File: src/rtl/lfsr_7_6_3_1_0_checker_sat_cnt.sv
// Saturating up-counter with synchronous clear; clear wins over increment.
module lfsr_sat_cnt #(
   parameter int W = 16
) (
   input  logic         clk,
   input  logic         rst_n,
   input  logic         inc,
   input  logic         clr,
   output logic [W-1:0] cnt
);

   localparam logic [W-1:0] CNT_MAX = {W{1'b1}};
   localparam logic [W-1:0] CNT_ONE = {{(W-1){1'b0}}, 1'b1};

   // Count up on inc, stick at all-ones, return to zero on clr.
   always_ff @(posedge clk or negedge rst_n) begin
      if (!rst_n) begin
         cnt <= {W{1'b0}};
      end else if (clr) begin
         cnt <= {W{1'b0}};
      end else if (inc && (cnt != CNT_MAX)) begin
         cnt <= cnt + CNT_ONE;
      end else begin
         cnt <= cnt;
      end
   end

endmodule

File: config.mk
export PLATFORM = sky130hd
export DESIGN_NAME = lfsr_sat_cnt
export DESIGN_NICKNAME = d
export VERILOG_FILES = /design/src/rtl/lfsr_7_6_3_1_0_checker_sat_cnt.sv
export SDC_FILE = /design/constraint.sdc
export NUM_CORES = 1
export LEC_CHECK = 0
export BUFFER_PORTS_ARGS = -buffer_cell sky130_fd_sc_hd__buf_2
export CORE_MARGIN = 3
export CORE_UTILIZATION = 30
export DETAILED_ROUTE_END_ITERATION = 6
export GPL_TIMING_DRIVEN = 0
export HOLD_SLACK_MARGIN = 0.02
export SYNTH_ARGS = -nofsm -noshare
export SYNTH_HDL_FRONTEND = slang
export SYNTH_SLANG_ARGS = --single-unit
File: constraint.sdc
create_clock -name clk -period 5.35 [get_ports clk]
set_input_delay 0.535 -clock clk [delete_from_list [all_inputs] [get_ports clk]]
set_output_delay 0.535 -clock clk [all_outputs]
set_load 0.02 [all_outputs]
### After elaboration in Yosys (flattened, before gate mapping)

Cells that the tools add are included.
Widths: inputs -> output; s select.

| operators by class | value |
|---|---|
| add/sub/neg operators | 1 |
| equal/unequal tests | 1 |
| muxes and demuxes | 2 |
| reductions and logical operators | 2 |

Operators by type and width:

| cell | count |
|---|---|
| $mux 16 | 2 |
| $add 16x1->16 const B | 1 |
| $ne 16x16->1 const B | 1 |
| $reduce_bool 2->1 | 1 |
| $logic_and 1x1->1 | 1 |

| storage, ports and cells | value |
|---|---|
| register bits | 16 |
| output and inout port bits | 16 |

### Logic depth before layout (Yosys ltp)

Gate-level depths: netlist of the first run.

| logic depth | value |
|---|---|
| word-level depth | 4 |
| gate-level depth with buffers | 6 |
| gate-level depth less buffers | 5 |

### Worst setup path after synthesis of the first run

OpenSTA, ideal clock, no wires.

| timing path | value |
|---|---|
| path type | register -> register |
| start point | register cnt[0] |
| end point | register cnt[15] |
| library setup time | 0.128 ns |
| arrival | 1.756 ns |
| setup slack | 3.467 ns |
| cell stages (with the launch flop) | 6 |
| buffers on the path | 0 |
| cells stage by stage | dfrtp_1 -> ha_1 -> nand4_2 -> nor4_4 -> nor4_1 -> mux2_1 |

| on the way | value |
|---|---|
| word-level cells in the longest chain between the ends | 3 |
| elaborated cells between the ends (all ways) | 6 |
| classes of those cells | 1 x add/sub; 1 x eq/ne; 2 x mux; 2 x reduce/logical |

Ends and longest elaborated chain:

| item | RTL line | text |
|---|---|---|
| start, declared | 9 | `output logic [W-1:0] cnt` |
| start signal, assigned | 18 | `cnt <= {W{1'b0}};` |
| start signal, assigned | 20 | `cnt <= {W{1'b0}};` |
| start signal, assigned | 22 | `cnt <= cnt + CNT_ONE;` |
| $add 16x1->16 or $ne 16x16->1 (tied branches) | 22, 21 |  |
| $mux 16 or $logic_and 1x1->1 (tied branches) | 21 | `end else if (inc && (cnt != CNT_MAX)) begin` |
| $mux 16 or $reduce_bool 2->1 (tied branches) | n/a |  |

Several ways; a longest one is shown, not always the timed one. The select of a mux whose other input is x is not followed.
A chain may end at the register's enable or synchronous reset.

### Worst setup path in the final report of the first run

Ends and elaborated chain as after synthesis.

==> results by group, run 1 <==
Synthesis
  • Ys async rst share: 1.00
  • Post-synthesis mux area share: 0.0478
  • Post-Synthesis Cells: 98
  • Post-synth top area cell: dfrtp_1
  • Synth Area per Inst: 9.61 um^2
  • Yosys warnings: 0
  • Netlist cell types: 28
  • Synth Area in Simple Gates: 0.312
  • Adder-cell share of the synthesized area: 0.0133
  • Cell area after synthesis: 942 um^2
  • Largest cells by area after synthesis: dfrtp_1 (42%), a21oi_1 (5.8%), o31ai_1 (5.6%)
  • Sequential element share of the synthesized area: 0.425
  • Synth Area in Compound Gates: 0.162
  • Main combinational cell family by area after synthesis: simple AND/OR/NAND/NOR gates
  • EDFF count, synth: 0
  • Synth Area in XOR/XNOR: 0
  • Flops & latches, synth: 16
  • Ys flop type: dfrtp_1
  • Most numerous cell in the Yosys netlist: dfrtp_1
  • Top cell type's share of synthesized area: 0.425
  • Syn nets: 103
  • Most frequent cells after synthesis: dfrtp_1 (16), a21oi_1 (11), o31ai_1 (7)

Power
  • Pwr per Cell Area: 184 nW/um^2
  • Max VDD drop: 0.0000979 V
  • Leakage power: 0.496 nW

STA
  • Crit path time final: 2.09 ns
  • Final Hold Vio Count: 0
  • Fin. max-slew vios: 0
  • Final Cycle Share: 0.390
  • Worst-Margin Slew: 0.636 ns
  • Layout Skew: 0.00119 ns
  • Final WS setup: 3.26 ns
  • Slew headroom: 0.573
  • Final setup vio count: 0
  • Max Clk Rate: 0.480 GHz
  • Setup_tns: 0 ns
  • RSZ-0062 raised after global routing: no

Setup path
  • Worst EP required: 5.53 ns
  • Crit-path max cell delay: 0.64 ns
  • Startpoint Class: register
  • Crit path cell chain: ha_1 > nand4_2 > nor4_4 > nor4_1 > mux2_1
  • FF-to-FF Start: cnt[0]
  • Buf/Inv on CP: 0
  • Worst Path Arrival: 2.27 ns
  • CP Capture Type: register
  • CP max stage cell: nor4_4
  • Critical path class: reg2reg
  • CP startpoint: cnt[0]
  • CP max FO: 10
  • Kind of cell adding the most delay to the critical path: simple AND/OR/NAND/NOR gates

Route
  • Final WL: 2.44 mm
  • Via Count: 888
  • DR pass1 iterations: 5
  • Highest routed layer: met4
  • Met2 routed WL: 1.11 mm
  • # DRC: 0
  • Initial drt markers: 45
  • Met1 wire length: 1.18 mm
  • Vias/cell: 5.48
  • WL/cell: 15.0 um
  • DRT antenna net count: 0
  • Met3 WL: 128 um

Global routing
  • Total grt overflow: 0
  • Pin count of the biggest net entering global routing: 17
  • Vias in the first global route: 853
  • GRT Overall Usage: 0.138
  • First-pass GRT wire length: 3.85 mm
  • Initial antenna violation count: 0

Die
  • Initial Utilization: 0.328
  • Die area: 3850 um^2
  • Die Span Y: 62.0 um
  • Core Rows: 19
  • Chip width: 62.0 um
  • Io pins: 20
  • Core Region: 2880 um^2

Clocking
  • CTS buffer count: 3
  • H-tree levels: 1
  • CTS tree: done
  • Clock-pin slew on the worst setup and hold paths: 0.09 ns
  • Sink Count: 16
  • Clk_lat worst skew: 0.29 ns
  • Post-CTS Setup Bufs: 0
  • CTS resizes: 0
  • CTS Buffer Depth: 2
  • Root Driver: clkbuf_4
  • Hold Buf Count CTS: 0

Cells and area
  • Biggest register: cnt
  • Area delta synth->final: 18.1%
  • Layout fillers: 302
  • Nets: 127
  • Max FFs per register: 16
  • Regs by FF count: cnt x16
  • Antenna cells: 0
  • Layout cells sized above 1: 0.267

Placement
  • GPL Wtd Cong: 0.767
  • IO Port Bufs: 19
  • DP Wirelength: 1.75 mm
  • Place WS: 3.31 ns

Job
  • Max cap viols: 0

Outcome
  • Status: finished, final reports clean

Min path
  • Hold WC Path Type: in2async
## power breakdown
part	internal (mW)	leakage [nW]	switching, mW
sequential	0.122	0.222	0.00164
combinational	0.00409	0.260	0.0116
clock	0.0262	0.0138	0.0391
total	0.152	0.496	0.0523
## layer usage
layer,up-vias,track usage
li1,426,-
met1,432,0.168
met2,25,0.237
met3,5,0.0496
met4,0,0.0273
met5,-,0
## worst paths after layout
check                           to  slack, ns  cells past startpoint
min                        cnt[13]       0.15                      1
max in group asynchronous   cnt[6]       4.93                      1
max                        cnt[15]       3.26                      5
max reg2reg                cnt[15]       3.26                      5
min in group clk            cnt[1]       0.55                      3
min reg2reg                cnt[14]       0.59                      2
## cells by family after synthesis
group | Yosys count
fa+ha+maj | 1
compound gates | 24
flops | 16
mux | 4
buf+inv | 8
simple gates | 45
## stage by stage
| stage | std cells | total power [mW] | instance area (um^2) | hold WS, ns | util |
|---|---|---|---|---|---|
| 3_5_place_dp | 159 | 0.142 | 1090 | 0.478 | 0.379 |
| 4_1_cts | 162 | 0.207 | 1110 | 0.153 | 0.387 |
| 3_3_place_gp | 159 | 0.141 | 1090 | 0.471 | 0.379 |
| 6_report | 162 | 0.205 | 1110 | 0.149 | 0.387 |
| 5_1_grt | 162 | 0.214 | 1110 | 0.162 | 0.387 |
| 2_1_floorplan | 98 | 0.134 | 942 | 0.239 | - |
## cells in the final DEF, fill, tap and decap left out
cell and n:
and3_1 2, nor2b_1 4, ha_1 1, and4_2 2, nor4_1 4, or3_2 1
o21ai_1 3, a21oi_1 11, or4_1 5, a211oi_2 1, nand3_1 3, nand4_2 1
or4_2 2, buf_2 19, o211ai_2 1, mux2_1 4, or3_1 2, clkbuf_4 3
nand4_1 6, o31ai_1 7, nor3_1 1, nand2_1 6, nor2_1 4, o21ai_0 1
dfrtp_1 16, buf_6 1, nand3b_1 1, clkbuf_1 4, inv_1 3, nor4_4 1
## worst register-to-register path, delay by kind of cell (launching register included)
kind	cells	cell delay [ns]
adder cells (fa/ha/maj)	1	0.26
flip-flops	1	0.44
AND/OR/NAND/NOR	3	0.95
multiplexers	1	0.33
## layout make-up
cell class / count / area, um^2 / share of cell area
buffer: 5 / 26.3 / 0.0236
clock buffer: 3 / 22.5 / 0.0202
inverter: 3 / 11.3 / 0.0101
multi-input combinational: 74 / 504 / 0.453
sequential: 16 / 400 / 0.360
tap: 42 / 52.6 / 0.0472
timing repair buffer: 19 / 95.1 / 0.0855
Note: power is estimated with default switching activity, not from simulation.
==> inputs of run 2 (changes only) <==
--- a/config.mk
+++ b/config.mk
@@ -5,6 +5,7 @@
 export SDC_FILE = /design/constraint.sdc
 export NUM_CORES = 1
 export LEC_CHECK = 0
+export ABC_AREA = 1
 export BUFFER_PORTS_ARGS = -buffer_cell sky130_fd_sc_hd__buf_2
 export CORE_MARGIN = 3
 export CORE_UTILIZATION = 30
==> constraint.sdc (replaced) <==
create_clock -name clk -period 2 [get_ports clk]
set_input_delay 0.2 -clock clk [delete_from_list [all_inputs] [get_ports clk]]
set_output_delay 0.2 -clock clk [all_outputs]
set_load 0.02 [all_outputs]
==> run 2 against run 1 <==
  * Sequential share of layout area decreased by 3.2 points
  * Register-to-register slack got worse by 3.0 ns
  * Die area increased by 9.1%
  * Flip-flop and latch count unchanged
  * Power increased to 2.7 times the previous value
  * Synthesized cell count increased by 47%
  * Clock-buffer cell count unchanged
  * Fmax increased by 19%
  * Clock skew increased by 0.0092 ns
  * Combinational power increased to 3.5 times the previous value
  * Routed wire length decreased by 0.45%
  * Global-route usage decreased by 0.93 points
  * Critical path type unchanged
  * Highest routed layer unchanged
==> results by group, run 2 <==
Synthesis
  • Post-synth top area cell: dfrtp_1
  • Top cell type's share of synthesized area: 0.386 (-0.0390)
  • Yosys warnings: 0 (unchanged)
  • Ys flop type: dfrtp_1
  • Flops & latches, synth: 16 (unchanged)
  • EDFF count, synth: 0 (unchanged)
  • Post-Synthesis Cells: 144 (+47%)
  • Most numerous cell in the Yosys netlist: nand2_1
  • Most frequent cells after synthesis: nand2_1 (55), dfrtp_1 (16), nor2_1 (14)
  • Ys async rst share: 1.00 (unchanged)
  • Sequential element share of the synthesized area: 0.386 (-0.0390)
  • Cell area after synthesis: 1040 um^2 (+10%)
  • Synth Area per Inst: 7.20 um^2 (-25%)
  • Largest cells by area after synthesis: dfrtp_1 (39%), nand2_1 (20%), nand3_1 (5.8%)
  • Syn nets: 149 (+45%)
  • Netlist cell types: 23 (-18%)

Power
  • Power, Total: 0.559 mW (+170%)
  • Max VDD drop: 0.000296 V (+200%)
  • Leakage power: 0.637 nW (+28%)
  • Pwr per Cell Area: 458 nW/um^2 (+150%)

STA
  • Final Cycle Share: 0.880 (+0.490)
  • Final WS setup: 0.241 ns (-3.02 ns)
  • RSZ-0062 raised after global routing: no
  • Layout Skew: 0.0104 ns (+0.00924 ns)
  • Setup_tns: 0 ns (unchanged)
  • Worst-Margin Slew: 0.505 ns (-0.131 ns)
  • Final setup vio count: 0 (unchanged)
  • Min Hold Slack: 0.189 ns (+0.0401 ns)
  • Slew headroom: 0.663 (+0.0902)
  • Max Clk Rate: 0.568 GHz (+19%)
  • Fin. max-slew vios: 0 (unchanged)
  • Final Hold Vio Count: 0 (unchanged)
  • Crit path time final: 1.76 ns (-0.326 ns)

Placement
  • IO Port Bufs: 19 (unchanged)
  • DP Wirelength: 1.81 mm (+3.4%)
  • GPL Wtd Cong: 0.871 (+13%)
  • Place WS: 0.275 ns (-3.03 ns)
  • Inst Count DP: 207 (+30%)

Route
  • Initial drt markers: 42 (-6.7%)
  • Vias/cell: 4.74 (-14%)
  • Final WL: 2.43 mm (-0.45%)
  • DR pass1 iterations: 4 (-1)
  • DRT antenna net count: 0 (unchanged)
  • Via Count: 1000 (+13%)
  • WL/cell: 11.5 um (-24%)
  • # DRC: 0 (unchanged)

Die
  • Die area: 4200 um^2 (+9.1%)
  • Core Rows: 20 (+1)
  • Chip width: 64.8 um (+4.4%)
  • Io pins: 20 (unchanged)
  • Initial Utilization: 0.326 (-0.00116)
  • Die Span Y: 64.8 um (+4.4%)
  • Core Region: 3180 um^2 (+10%)

Global routing
  • Total grt overflow: 0 (unchanged)
  • Initial antenna violation count: 0 (unchanged)
  • GRT Overall Usage: 0.129 (-0.00932)
  • Vias in the first global route: 896 (+5.0%)
  • First-pass GRT wire length: 4.26 mm (+11%)
  • Pin count of the biggest net entering global routing: 17 (unchanged)

Setup path
  • Worst Path Arrival: 1.98 ns (-0.29 ns)
  • Critical path class: reg2reg
  • Worst EP required: 2.22 ns (-3.31 ns)
  • Internal reg-to-reg setup slack: 0.24 ns (-3.02 ns)
  • Startpoint Class: register
  • CP max FO: 10 (unchanged)
  • CP Capture Type: register

Min path
  • Hold WC Path Type: in2reg

Clocking
  • Clock-pin slew on the worst setup and hold paths: 0.10 ns (about the same)
  • CTS tree: done
  • Post-CTS Setup Bufs: 0 (unchanged)
  • H-tree levels: 1 (unchanged)
  • Sink Count: 16 (unchanged)
  • CTS buffer count: 3 (unchanged)
  • Root Driver: clkbuf_4
  • CTS Buffer Depth: 2 (unchanged)
  • CTS resizes: 0 (unchanged)
  • Clk_lat worst skew: 0.29 ns (about the same)

Cells and area
  • Antenna cells: 0 (unchanged)
  • Most frequent cells in the layout: nand2_1 (55), buf_2 (20), dfrtp_1 (16), nor2_1 (14), nand3_1 (12)
  • Post-Layout Cell Count: 211 (+30%)
  • Regs by FF count: cnt x16
  • Most common cell after layout, fill and taps aside: nand2_1
  • Max FFs per register: 16 (unchanged)
  • Area delta synth->final: 17.6%
  • Nets: 174 (+37%)
  • Layout cells sized above 1: 0.204 (-0.0631)
  • Biggest register: cnt

Outcome
  • Status: finished, final reports clean

Job
  • Max cap viols: 0 (unchanged)
==> run 2: layer usage <==
layer,GRT usage,routed length (um),up-vias
li1,-,-,504
met5,0,0,-
met3,0.0381,150,6
met4,0.0422,47,0
met1,0.180,1160,455
met2,0.189,1060,35
==> run 2: repair_timing <==
item | CTS | global route
setup endpoints to repair | 0 | 0
hold buffers | 1 | 0
hold endpoints to repair | 16 | 0
==> run 2: final cells by class <==
| type | instances | area, um^2 |
|---|---|---|
| multi-input cells | 112 | 557 |
| fillers | 338 | 1960 |
| plain buffers | 3 | 28.8 |
| well taps | 44 | 55.1 |
| clock buffers | 3 | 22.5 |
| repair buffers | 20 | 105 |
| flip-flops and latches | 16 | 400 |
| inverters | 13 | 51.3 |
==> run 2: final timing paths <==
kind,to,start,cells after the start
setup reg to reg,cnt[8],cnt[0],9
hold reg to reg,cnt[14],cnt[14],2
max in group asynchronous,cnt[10],rst_n,2
hold / removal,cnt[4],clr,4
setup / recovery,cnt[8],cnt[0],9
min in group asynchronous,cnt[6],rst_n,2
==> run 2: cells by family (layout without fill, tap and decap cells) <==
kind of cell,Yosys count,count (layout),share of synthesized area
flip-flops,16,16,0.386
adder cells (fa/ha/maj),1,1,0.0121
buffers and inverters,16,39,0.0772
AND/OR/NAND/NOR,98,98,0.428
XOR/XNOR,5,5,0.0422
AO/OA/AOI/OAI,8,8,0.0543
==> run 2: power breakdown <==
group	switching [mW]	internal [mW]	leakage, nW
logic	0.0370	0.0181	0.401
registers	0.00427	0.327	0.222
clock network	0.103	0.0700	0.0138
total	0.144	0.415	0.637
==> run 2: metrics by stage <==
stage | util | instance area (um^2)
after floorplan | - | 1040
after global placement | 0.374 | 1190
after detailed placement | 0.374 | 1190
after CTS | 0.384 | 1220
after global routing | 0.384 | 1220
final | 0.384 | 1220
==> run 2: worst max-delay path: stages (launching register included) <==
cell and delay [ns]:
dfrtp_1 0.42, ha_1 0.23, nand2_2 0.11, nor2_4 0.06, nand2_4 0.09, nor2_1 0.05, nor2_1 0.23, buf_2 0.28
nand4_1 0.12, nand2_1 0.10
